===== src/rtl/fetch_unit_if.sv =====
// Bundle of the fetch unit's memory-side and decode-side signals.
interface fetch_unit_if;
  logic        stall;
  logic        branch_taken;
  logic [31:0] branch_target;
  logic        imem_ready;
  logic [31:0] imem_rdata;
  logic        imem_req;
  logic [31:0] imem_addr;
  logic [31:0] inst;
  logic        inst_valid;
  logic [31:0] pc_out;

  modport master (
    input  stall, branch_taken, branch_target, imem_ready, imem_rdata,
    output imem_req, imem_addr, inst, inst_valid, pc_out
  );

  modport slave (
    output stall, branch_taken, branch_target, imem_ready, imem_rdata,
    input  imem_req, imem_addr, inst, inst_valid, pc_out
  );
endinterface


===== src/rtl/fetch_unit.sv =====
// Instruction fetch unit: one outstanding request, a one-word skid slot for
// decode back-pressure, and branch redirect with draining of an in-flight word.
//
// state | meaning
// IDLE  | first cycle after reset, no request issued
// FETCH | request outstanding at pc
// STALL | decode blocked and a second word is parked in pend_inst
// DRAIN | redirect pending; waiting to discard the in-flight response
module fetch_unit #(
  parameter logic [31:0] RESET_PC = 32'h0000_0000
) (
  input  logic            clk,
  input  logic            nrst,
  fetch_unit_if.master    bus
);

  localparam logic [31:0] NOP = 32'h0000_0013;

  typedef enum logic [1:0] {IDLE, FETCH, STALL, DRAIN} state_t;

  state_t      state, state_nxt;
  logic [31:0] pc;
  logic [31:0] inst_q;
  logic [31:0] pc_out_q;
  logic        inst_valid_q;
  logic [31:0] pend_inst;
  logic [31:0] pend_pc;
  logic [31:0] redirect_pc;
  logic [31:0] target_aligned;
  logic        req;

  assign target_aligned = {bus.branch_target[31:2], 2'b00};

  // State register
  always_ff @(posedge clk or negedge nrst) begin
    if (!nrst) state <= IDLE;
    else       state <= state_nxt;
  end

  // Next-state selection; branch outranks stall and memory response
  always_comb begin
    state_nxt = state;
    case (state)
      IDLE:  state_nxt = FETCH;
      FETCH: begin
        if (bus.branch_taken)
          state_nxt = bus.imem_ready ? FETCH : DRAIN;
        else if (bus.imem_ready && inst_valid_q && bus.stall)
          state_nxt = STALL;
      end
      STALL: begin
        if (bus.branch_taken || !bus.stall) state_nxt = FETCH;
      end
      DRAIN: begin
        if (bus.imem_ready) state_nxt = FETCH;
      end
      default: state_nxt = IDLE;
    endcase
  end

  // Memory request outputs; pc is not advanced while draining, so it still
  // holds the outstanding address in DRAIN
  always_comb begin
    req = (state == FETCH) || (state == DRAIN);
  end

  assign bus.imem_req   = req;
  assign bus.imem_addr  = pc;
  assign bus.inst       = inst_q;
  assign bus.inst_valid = inst_valid_q;
  assign bus.pc_out     = pc_out_q;

  // Datapath registers: pc, decode word, skid slot and redirect target
  always_ff @(posedge clk or negedge nrst) begin
    if (!nrst) begin
      pc           <= RESET_PC;
      inst_q       <= NOP;
      pc_out_q     <= RESET_PC;
      inst_valid_q <= 1'b0;
      pend_inst    <= 32'h0;
      pend_pc      <= 32'h0;
      redirect_pc  <= 32'h0;
    end else begin
      case (state)
        IDLE: begin
          if (bus.branch_taken) pc <= target_aligned;
        end
        FETCH: begin
          if (bus.branch_taken) begin
            inst_valid_q <= 1'b0;
            inst_q       <= NOP;
            if (bus.imem_ready) pc          <= target_aligned;
            else                redirect_pc <= target_aligned;
          end else if (bus.imem_ready) begin
            if (!inst_valid_q || !bus.stall) begin
              inst_q       <= bus.imem_rdata;
              pc_out_q     <= pc;
              inst_valid_q <= 1'b1;
            end else begin
              pend_inst <= bus.imem_rdata;
              pend_pc   <= pc;
            end
            pc <= pc + 32'd4;
          end else if (inst_valid_q && !bus.stall) begin
            inst_valid_q <= 1'b0;
          end
        end
        STALL: begin
          if (bus.branch_taken) begin
            inst_valid_q <= 1'b0;
            inst_q       <= NOP;
            pc           <= target_aligned;
          end else if (!bus.stall) begin
            inst_q       <= pend_inst;
            pc_out_q     <= pend_pc;
            inst_valid_q <= 1'b1;
          end
        end
        DRAIN: begin
          if (bus.branch_taken) begin
            if (bus.imem_ready) pc          <= target_aligned;
            else                redirect_pc <= target_aligned;
          end else if (bus.imem_ready) begin
            pc <= redirect_pc;
          end
        end
        default: ;
      endcase
    end
  end

endmodule


===== src/flat_wrapper.sv =====
// flat-port wrapper written by rule: the top's interface ports become plain ports
module fetch_unit_flat 
#(
  parameter logic [31:0] RESET_PC = 32'h0000_0000
)
  (clk, nrst, bus_stall, bus_branch_taken, bus_branch_target, bus_imem_ready, bus_imem_rdata, bus_imem_req, bus_imem_addr, bus_inst, bus_inst_valid, bus_pc_out);
  fetch_unit_if bus_i ();
  input  logic clk;
  input  logic nrst;
  input wire logic [$bits(bus_i.stall)-1:0] bus_stall;
  input wire logic [$bits(bus_i.branch_taken)-1:0] bus_branch_taken;
  input wire logic [$bits(bus_i.branch_target)-1:0] bus_branch_target;
  input wire logic [$bits(bus_i.imem_ready)-1:0] bus_imem_ready;
  input wire logic [$bits(bus_i.imem_rdata)-1:0] bus_imem_rdata;
  output wire logic [$bits(bus_i.imem_req)-1:0] bus_imem_req;
  output wire logic [$bits(bus_i.imem_addr)-1:0] bus_imem_addr;
  output wire logic [$bits(bus_i.inst)-1:0] bus_inst;
  output wire logic [$bits(bus_i.inst_valid)-1:0] bus_inst_valid;
  output wire logic [$bits(bus_i.pc_out)-1:0] bus_pc_out;
  assign bus_i.stall = bus_stall;
  assign bus_i.branch_taken = bus_branch_taken;
  assign bus_i.branch_target = bus_branch_target;
  assign bus_i.imem_ready = bus_imem_ready;
  assign bus_i.imem_rdata = bus_imem_rdata;
  assign bus_imem_req = bus_i.imem_req;
  assign bus_imem_addr = bus_i.imem_addr;
  assign bus_inst = bus_i.inst;
  assign bus_inst_valid = bus_i.inst_valid;
  assign bus_pc_out = bus_i.pc_out;
  fetch_unit #(.RESET_PC(RESET_PC)) u_core (.clk(clk), .nrst(nrst), .bus(bus_i));
endmodule

===== config.mk =====
export PLATFORM = sky130hd
export DESIGN_NAME = fetch_unit_flat
export DESIGN_NICKNAME = d
export VERILOG_FILES = /design/src/rtl/fetch_unit_if.sv /design/src/rtl/fetch_unit.sv /design/src/flat_wrapper.sv
export SDC_FILE = /design/constraint.sdc
export NUM_CORES = 1
export LEC_CHECK = 0
export ABC_AREA = 0
export BUFFER_PORTS_ARGS = -buffer_cell sky130_fd_sc_hd__buf_2
export CAP_MARGIN = 30
export CORE_MARGIN = 8
export CORE_UTILIZATION = 40
export DETAILED_ROUTE_END_ITERATION = 10
export PLACE_DENSITY = 0.58
export SLEW_MARGIN = 15
export SYNTH_ARGS = -nofsm -noshare
export SYNTH_HDL_FRONTEND = slang
export SYNTH_SLANG_ARGS = --single-unit

===== constraint.sdc =====
create_clock -name clk -period 5.3 [get_ports clk]
set_clock_uncertainty 0.15 [all_clocks]
set_input_delay 0.53 -clock clk [delete_from_list [all_inputs] [get_ports clk]]
set_output_delay 0.53 -clock clk [all_outputs]
set_load 0.01 [all_outputs]

======== Yosys cells after proc, flatten, opt, wreduce, memory -nomap -nowiden ========
Index checks and enable logic that the tools add are counted.
Widths: inputs -> output; s select.
word-level totals
  bits of input ports ..................... 69
  logic and storage cells ................. 81
  flip-flop bits (word level) ............. 193
  output and inout port bits .............. 98
cells by class
  reduce and logical (&&, ||, !) cells .... 19
  mux-type cells .......................... 32
  bitwise operators ....................... 3
  $add $sub $neg .......................... 1
  eq/ne operators ......................... 18
operators with widths
  cell                   count
  $mux 32                16
  $pmux 32 s2            2
  $pmux 32 s3            1
  $add 32x3->32 const B  1
  $ne 2x2->1 const B     6
  $ne 3x3->1 const B     4
  $reduce_and 4->1       3
  $mux 2                 5
  $reduce_and 3->1       3
  $ne 4x4->1 const B     2
  $pmux 2 s4             1
  $mux 1                 6
  $reduce_and 6->1       1
  $eq 2x2->1 const B     2
  $ne 2x1->1 const B     2
  $reduce_or 2->1        2
  $logic_and 1x1->1      3
  $logic_or 1x1->1       3
  $ne 3x2->1 const B     1
  $not 1->1              3
  $eq 2x1->1 const B     1
  $logic_not 1->1        2
  $logic_not 2->1        1
  $pmux 1 s2             1
  $reduce_bool 2->1      1

======== Longest topological paths before layout ========
Gate-level depths: netlist of run 1.
  depth after elaboration ................. 6
  mapped depth ............................ 8
  mapped depth without buffers ............ 6

======== Worst setup path after synthesis of run 1 ========
Ideal clock, no wire load.
  path type ............................... input port to flip-flop
  start ................................... input bus_imem_ready
  end ..................................... register u_core.pc[23], in the netlist u_core.bus.imem_addr[23]
  cell stages on the path ................. 7
  path buffers ............................ 2
  arrival ................................. 1,923 ps
  slack ................................... 3,109 ps
  path through ............................ clkbuf_1 -> clkbuf_1 -> mux2i_1 -> a211oi_1 -> nor4_1 -> o21ai_0 -> o21a_1
between the ends
  cells in the longest elaborated chain, start to end .. 3
  elaborated cells on any way between the ends .. 7
ends and longest elaborated chain
  what                               line                text
  start, declared                    flat_wrapper.sv:13  input wire logic [$bits(bus_i.imem_ready)-1:0] bus_imem_ready;
  $mux 32                            --
  $mux 32, on equally long branches  --
  $pmux 32 s3                        --
  end signal, assigned               fetch_unit.sv:86    if (bus.branch_taken) pc <= target_aligned;
  end signal, assigned               fetch_unit.sv:92    if (bus.imem_ready) pc <= target_aligned;
  end signal, assigned               fetch_unit.sv:103   pc <= pc + 32'd4;
  end, declared                      fetch_unit.sv:22    logic [31:0] pc;
Several ways; a longest one is shown, not always the timed one.
A chain may end at the register's enable or synchronous reset.

======== Final worst setup path of run 1 ========
  start ................................... input bus_branch_taken
  end ..................................... register u_core.pend_pc[21]
between the ends
  cells in the longest elaborated chain, start to end .. 2
ends and longest elaborated chain
  what                               line                text
  start, declared                    flat_wrapper.sv:11  input wire logic [$bits(bus_i.branch_taken)-1:0] bus_branch_taken;
  $not 1->1 (no source line)         --
  $reduce_and 4->1 (no source line)  --
  end signal, assigned               fetch_unit.sv:101   pend_pc <= pc;
  end, declared                      fetch_unit.sv:27    logic [31:0] pend_pc;
No other way between the ends.

==> qor.txt, run 1 <==
per-cell via count in the routed design: 5.587
Net Switching: 1.510 mW
Internal Dissipation: 3.073 mW
total routing usage reported by global routing: 0.1888
number of setup violations in the final report: 0
maximum vdd drop: 0.1647 mV
FFs w/ async S/R, synth: 1.000
Post-Synthesis Cells: 937
required time at the worst-slack endpoint: 5.47 ns
number of distinct standard cells referenced by the synthesized netlist: 63
total DRC errors in the routed layout: 0
Clk pin slew, worst setup/hold paths: 0.08 ns
met1 usage in global routing: 0.2601
pin count of the biggest net entering global routing: 107
global routing met3 resource utilization: 0.04315
DRC marker count from the first detailed-route iteration: 664
IO buf count: 164
starting density of the core: 0.4041
CTS H-Tree Depth: 4
most common cell after layout, fill and taps aside: dfrtp_1
combinational power share: 0.233
vias after detailed routing: 7772
worst setup timing slack at the placement stage: 1.925 ns
status: finished, final reports clean
Max-Cap Viols: 0
vias in the first global route: 7591
half-perimeter wire length after detailed placement: 18550 µm
YS warnings: 0
drt wl/cell: 19.68 µm
Syn-to-layout area delta: 16.67%
final critical path time including I/O delays and setup: 2.950 ns
TritonCTS clock tree: built
type of the worst setup path: input pin to flip-flop
crit path setup slack, layout: 2.350 ns
CTS Sinks: 193
vertical extent of the die: 172.3 µm
Clock Latency Late Sink: 0.44 ns
predominant post-synthesis flop cell: dfrtp_1
flops & latches, synth: 193
Routed Wire Length: 27370 µm
synthesized area divided by synthesized cell count: 10.43 µm²
number of setup buffers added after CTS: 0
clock network power share: 0.287
leakage power: 5.158 nW
count of final max-slew check failures: 0
aggregate global routing overflow: 0
capturing element type of the critical path: flip-flop
worst-path fanout max: 47
ratio of final minimum period to clock period: 0.5565
setup TNS after final layout: 0 ns
count of pins on the block boundary: 167
overall power consumption: 4.583 mW
launching instance or port of the critical path: bus_branch_taken
total number of placement rows: 57
path class of the lowest-slack min-delay path: input pin to async pin
Die W: 172.3 µm
gp weighted congestion: 0.8462
total core area: 24180 µm²
post-synthesis net count: 1007
fin area: 11400 µm²
Max Fclk: 339.0 MHz
Resized Gates After CTS: 0
Final nets: 1121
final hold violation count: 0
fraction of the yosys area taken by sequential cells: 0.4947
launching element type of the critical path: input pin
RSZ-0062 raised after global routing: no
cell area reported after detailed placement: 10800 µm²
number of optimization iterations in the first detailed-route pass: 5
area of the mapped netlist: 9771 µm²
maximum buffer depth of the clock tree: 2
number of enable flip-flop cells after synthesis: 0
Power Dens Cells: 402.0 nW/µm²
antenna violations before repair: 3
Sequential Power Share: 0.481
commonest cells after routing, fill and taps aside: dfrtp_1 (190), buf_2 (162), nand2_1 (101)
origin of the critical flop-to-flop path: u_core.state[0]$_DFFE_PN0P_
post-route ant nets: 0
GRT met2 Usage: 0.2924
normalized max-slew margin: 0.3787
worst slew pin tran: 0.9319 ns
wire length of the first global-routing pass: 43670 µm
hold-fix buffers at CTS: 0
fraction of power spent switching nets: 0.3294
full die area: 29680 µm²
layout cell share with drive strength beyond 1: 0.2961
root buffer selected by CTS: clkbuf_16
arrival time of data at the critical path endpoint: 3.12 ns
TritonCTS buffer count: 17
GRT Max-Usage Layer: met2
==> registers in the layout (all words and copies together) (netlist names) <==
name / cells
u_core.bus.imem_addr: 32
u_core.bus.inst: 32
u_core.bus.pc_out: 32
u_core.pend_inst: 32
u_core.pend_pc: 32
u_core.redirect_pc: 30
u_core.state: 2
u_core.bus.inst_valid: 1
==> power groups by stage <==
stage / Combinational [mW] / Sequential [mW] / Clock [mW]
6_report: 1.07 / 2.20 / 1.31
5_1_grt: 1.19 / 2.27 / 1.41
4_1_cts: 1.08 / 2.21 / 1.34
3_5_place_dp: 1.08 / 2.24 / 0
3_3_place_gp: 1.06 / 2.22 / 0
2_1_floorplan: 0.685 / 2.18 / 0
==> cell usage after synthesis, types with 7 or more instances <==
cell,instances,area (µm²)
nor2b_1,7,43.79
a211oi_1,10,75.07
nor3_1,14,70.07
a21oi_1,44,220.2
dfrtp_1,190,4755
buf_2,24,120.1
o21ai_0,68,340.3
o31ai_1,33,247.7
nor2_1,35,131.4
nand2_1,101,379.1
a31oi_1,7,43.79
inv_1,7,26.28
nand2b_1,11,68.82
mux2i_1,71,710.7
nand3_1,17,85.08
o211ai_1,7,52.55
nand4_1,17,106.4
and3_1,10,62.56
mux2_2,89,1002
o22ai_1,13,81.33
a22oi_1,10,75.07
clkbuf_1,50,187.7
==> per-layer routing <==
metal	share of wire	up-vias
met5	0.00029	-
met4	0.013	2
met3	0.061	28
met2	0.47	213
met1	0.46	3880
li1	-	3649
==> cells by family after synthesis <==
family / after synthesis / synth area share
AO/OA/AOI/OAI: 235 / 0.1539
XOR/XNOR: 9 / 0.008068
adder cells (fa/ha/maj): 1 / 0.001280
buffers and inverters: 93 / 0.04047
flip-flops: 193 / 0.4947
multiplexers: 166 / 0.1822
AND/OR/NAND/NOR: 240 / 0.1194
==> final timing paths <==
| kind | end | slack [ns] | depth (start not counted) |
|---|---|---|---|
| hold / removal | u_core.bus.pc_out[16]$_DFFE_PN0P_ | 0.05 | 1 |
| min in group clk | u_core.pend_inst[12]$_DFFE_PN0P_ | 0.18 | 2 |
| hold reg to reg | u_core.bus.pc_out[12]$_DFFE_PN0P_ | 0.32 | 2 |
| max in group asynchronous | u_core.bus.imem_addr[20]$_DFFE_PN0P_ | 3.75 | 2 |
| setup / recovery | u_core.pend_pc[21]$_DFFE_PN0P_ | 2.35 | 6 |
| setup reg to reg | u_core.pend_pc[21]$_DFFE_PN0P_ | 2.35 | 5 |
==> critical path, stage by stage <==
cell	delay, ns
buf_4	0.23
nor2b_1	0.51
nand2b_1	0.45
nor2_4	0.61
buf_12	0.34
mux2_2	0.37
==> stage by stage <==
step	hold WS [ns]	utilization	instances
after floorplan	0.08441	-	937
after global placement	0.3053	0.4466	1356
after detailed placement	0.3131	0.4466	1356
after CTS	0.09117	0.4712	1388
after global routing	0.08820	0.4714	1390
final	0.05425	0.4715	1391
==> cell type report <==
type	instances	area [µm²]
antenna	3	7.507
multi-input combinational	651	4568
timing repair buffer	179	957.2
clock buffer	17	425.4
clock inverter	15	168.9
inverter	9	33.78
tap	324	405.4
sequential	193	4833
fill	2280	12780
Power figures use the tool's default switching activity.
==> inputs of run 2 (changes only) <==
--- a/config.mk
+++ b/config.mk
@@ -11,7 +11,7 @@
 export CORE_MARGIN = 8
 export CORE_UTILIZATION = 40
 export DETAILED_ROUTE_END_ITERATION = 10
-export PLACE_DENSITY = 0.58
+export PLACE_DENSITY = 0.6
 export SLEW_MARGIN = 15
 export SYNTH_ARGS = -nofsm -noshare
 export SYNTH_HDL_FRONTEND = slang
==> constraint.sdc (replaced) <==
create_clock -name clk -period 2.5 [get_ports clk]
set_clock_uncertainty 0.15 [all_clocks]
set_input_delay 0.25 -clock clk [delete_from_list [all_inputs] [get_ports clk]]
set_output_delay 0.25 -clock clk [all_outputs]
set_load 0.01 [all_outputs]
==> run 2 against run 1 <==
Utilization up 4.1 points. Die area stayed put. Register-to-register slack lost 2.1 ns. Clock power up 120%. Design area up 8.8%. Global-route usage rose by 0.29 points. Sequential share of layout area is 3.4 points lower. Sequential cell count unchanged.
==> qor.txt, run 2 (synthesized netlist as in run 1, its figures left out) <==
full die area: 29680 µm² (unchanged)
wire length of the first global-routing pass: 44600 µm (was 43670 µm)
launching element type of the critical path: flip-flop (was input pin)
CTS Sinks: 193 (unchanged)
total routing usage reported by global routing: 0.1917 (was 0.1888)
Max Fclk: 439.1 MHz
Final nets: 1225 (was 1121)
layout cell share with drive strength beyond 1: 0.3048 (was 0.2961)
total core area: 24180 µm² (unchanged)
normalized max-slew margin: 0.4078 (was 0.3787)
CTS H-Tree Depth: 4 (unchanged)
TritonCTS buffer count: 17 (unchanged)
commonest cells after routing, fill and taps aside: dfrtp_1 (190), buf_2 (163), nand2_1 (101) (was dfrtp_1 (190), buf_2 (162), nand2_1 (101))
number of setup violations in the final report: 0 (unchanged)
origin of the critical flop-to-flop path: u_core.state[1]$_DFFE_PN0P_ (was u_core.state[0]$_DFFE_PN0P_)
Clk pin slew, worst setup/hold paths: 0.08 ns (about the same)
overall power consumption: 10.02 mW (was 4.583 mW)
number of non-filler instances in the completed layout: 1492 (was 1391)
aggregate global routing overflow: 0 (unchanged)
vias in the first global route: 7897 (was 7591)
Internal Dissipation: 6.719 mW (was 3.073 mW)
post-route ant nets: 0 (unchanged)
count of pins on the block boundary: 167 (unchanged)
gp weighted congestion: 0.8470 (was 0.8462)
worst setup timing slack at the placement stage: 0.2958 ns (was 1.925 ns)
Clock Latency Late Sink: 0.43 ns (was 0.44 ns)
leakage power: 5.651 nW (was 5.158 nW)
Net Switching: 3.304 mW (was 1.510 mW)
combinational power share: 0.262 (was 0.233)
maximum vdd drop: 0.3891 mV (was 0.1647 mV)
Resized Gates After CTS: 0 (unchanged)
ant diodes: 0 (was 3)
count of final max-slew check failures: 0 (unchanged)
setup slack of the most critical reg-to-reg path: 0.22 ns (was 2.35 ns)
launching instance or port of the critical path: u_core.state[1]$_DFFE_PN0P_ (was bus_branch_taken)
clock network power share: 0.284 (was 0.287)
TritonCTS clock tree: built (unchanged)
vertical extent of the die: 172.3 µm (unchanged)
starting density of the core: 0.4041 (unchanged)
DRC marker count from the first detailed-route iteration: 739 (was 664)
Routed Wire Length: 28160 µm (was 27370 µm)
final hold violation count: 0 (unchanged)
arrival time of data at the critical path endpoint: 2.46 ns (was 3.12 ns)
drt wl/cell: 18.87 µm (was 19.68 µm)
required time at the worst-slack endpoint: 2.68 ns (was 5.47 ns)
r2r worst-path depth: 6 (was 5)
vias after detailed routing: 8061 (was 7772)
half-perimeter wire length after detailed placement: 19330 µm (was 18550 µm)
status: finished, final reports clean (unchanged)
Syn-to-layout area delta: 26.89% (was 16.67%)
RSZ-0062 raised after global routing: no (unchanged)
most common cell after layout, fill and taps aside: dfrtp_1 (unchanged)
antenna violations before repair: 0 (was 3)
fraction of power spent switching nets: 0.3296 (was 0.3294)
worst setup path endpoint: u_core.bus.imem_addr[8]$_DFFE_PN0P_ (was u_core.pend_pc[21]$_DFFE_PN0P_)
IO buf count: 164 (unchanged)
crit path setup slack, layout: 0.2224 ns (was 2.350 ns)
root buffer selected by CTS: clkbuf_16 (unchanged)
capturing element type of the critical path: flip-flop (unchanged)
Die W: 172.3 µm (unchanged)
number of optimization iterations in the first detailed-route pass: 5 (unchanged)
worst r2r dst: u_core.bus.imem_addr[8]$_DFFE_PN0P_ (was u_core.pend_pc[21]$_DFFE_PN0P_)
ratio of final minimum period to clock period: 0.9111
Power Dens Cells: 808.4 nW/µm² (was 402.0 nW/µm²)
Max-Cap Viols: 0 (unchanged)
total DRC errors in the routed layout: 0 (unchanged)
worst slew pin tran: 0.8883 ns (was 0.9319 ns)
path class of the lowest-slack min-delay path: input pin to flip-flop (was input pin to async pin)
final critical path time including I/O delays and setup: 2.278 ns
count of placed standard cells including taps: 1397 (was 1356)
setup TNS after final layout: 0 ns (unchanged)
per-cell via count in the routed design: 5.403 (was 5.587)
total number of placement rows: 57 (unchanged)
type of the worst setup path: flip-flop to flip-flop (was input pin to flip-flop)
pin count of the biggest net entering global routing: 65 (was 107)
worst-path fanout max: 15 (was 47)
maximum buffer depth of the clock tree: 2 (unchanged)
Sequential Power Share: 0.454 (was 0.481)
fill cell instance count of the final layout: 2219 (was 2280)
[run 2: changes by cell type in the layout (fill, tap and decap cells not counted), sizes merged]
cell	change
dlygate4sd3	+63
buf	+41
diode	-3
clkinv	+1
clkinvlp	-1
[run 2: worst max-delay path: stages (launching register included)]
cell	delay (ns)
dfrtp_1	0.71
buf_4	0.33
nand3b_1	0.14
a21oi_1	0.07
a2111oi_0	0.47
o21ai_0	0.17
o21a_1	0.13
[run 2: power by group through the flow]
stage	Clock [mW]	Sequential, mW	Combinational [mW]
4_1_cts	2.93	4.55	2.67
2_1_floorplan	0	4.63	1.45
5_1_grt	3.06	4.67	2.90
6_report	2.85	4.55	2.62
3_5_place_dp	0	4.61	2.58
3_3_place_gp	0	4.57	2.52
[run 2: area by class of cell]
| type | instances | area, µm² | share of cell area |
|---|---|---|---|
| Clock inverter | 15 | 188.9 | 0.01524 |
| Sequential cell | 193 | 4833 | 0.3898 |
| Multi-Input combinational cell | 651 | 4568 | 0.3685 |
| Tap cell | 324 | 405.4 | 0.03270 |
| Timing Repair Buffer | 283 | 1943 | 0.1567 |
| Clock buffer | 17 | 425.4 | 0.03431 |
| Inverter | 9 | 33.78 | 0.002725 |
[run 2: worst min-delay path by stage]
stage | from | end | slack [ns] | cells after the start
CTS | bus_stall | u_core.state[1]$_DFFE_PN0P_ | 0.01 | 2
detailed placement | nrst | u_core.bus.pc_out[15]$_DFFE_PN0P_ | 0.13 | 1
finish | bus_stall | u_core.state[1]$_DFFE_PN0P_ | 0.04 | 2
global route | bus_stall | u_core.state[1]$_DFFE_PN0P_ | 0.03 | 2
global placement | nrst | u_core.bus.pc_out[15]$_DFFE_PN0P_ | 0.14 | 1
floorplan | nrst | u_core.bus.imem_addr[0]$_DFFE_PN0P_ | -0.20 | 0
[run 2: per-stage QoR]
step / hold slack (ns) / util / area (µm²)
2_1_floorplan: -0.1956 / - / 9771
3_3_place_gp: 0.1384 / 0.4613 / 11150
3_5_place_dp: 0.1310 / 0.4613 / 11150
4_1_cts: 0.01387 / 0.5128 / 12400
5_1_grt: 0.03250 / 0.5128 / 12400
6_report: 0.04359 / 0.5128 / 12400
[run 2: repair_timing]
action                    CTS  global route
hold buffers               63             0
setup buffers               0             0
hold endpoints to repair  143             0
[run 2: metal layers]
metal	part of all wire	up-vias	global-route usage
met3	0.065	22	0.03904
met4	0.011	0	0.04460
met5	0	-	0
li1	-	3857	-
met1	0.46	3927	0.2601
met2	0.47	255	0.3104
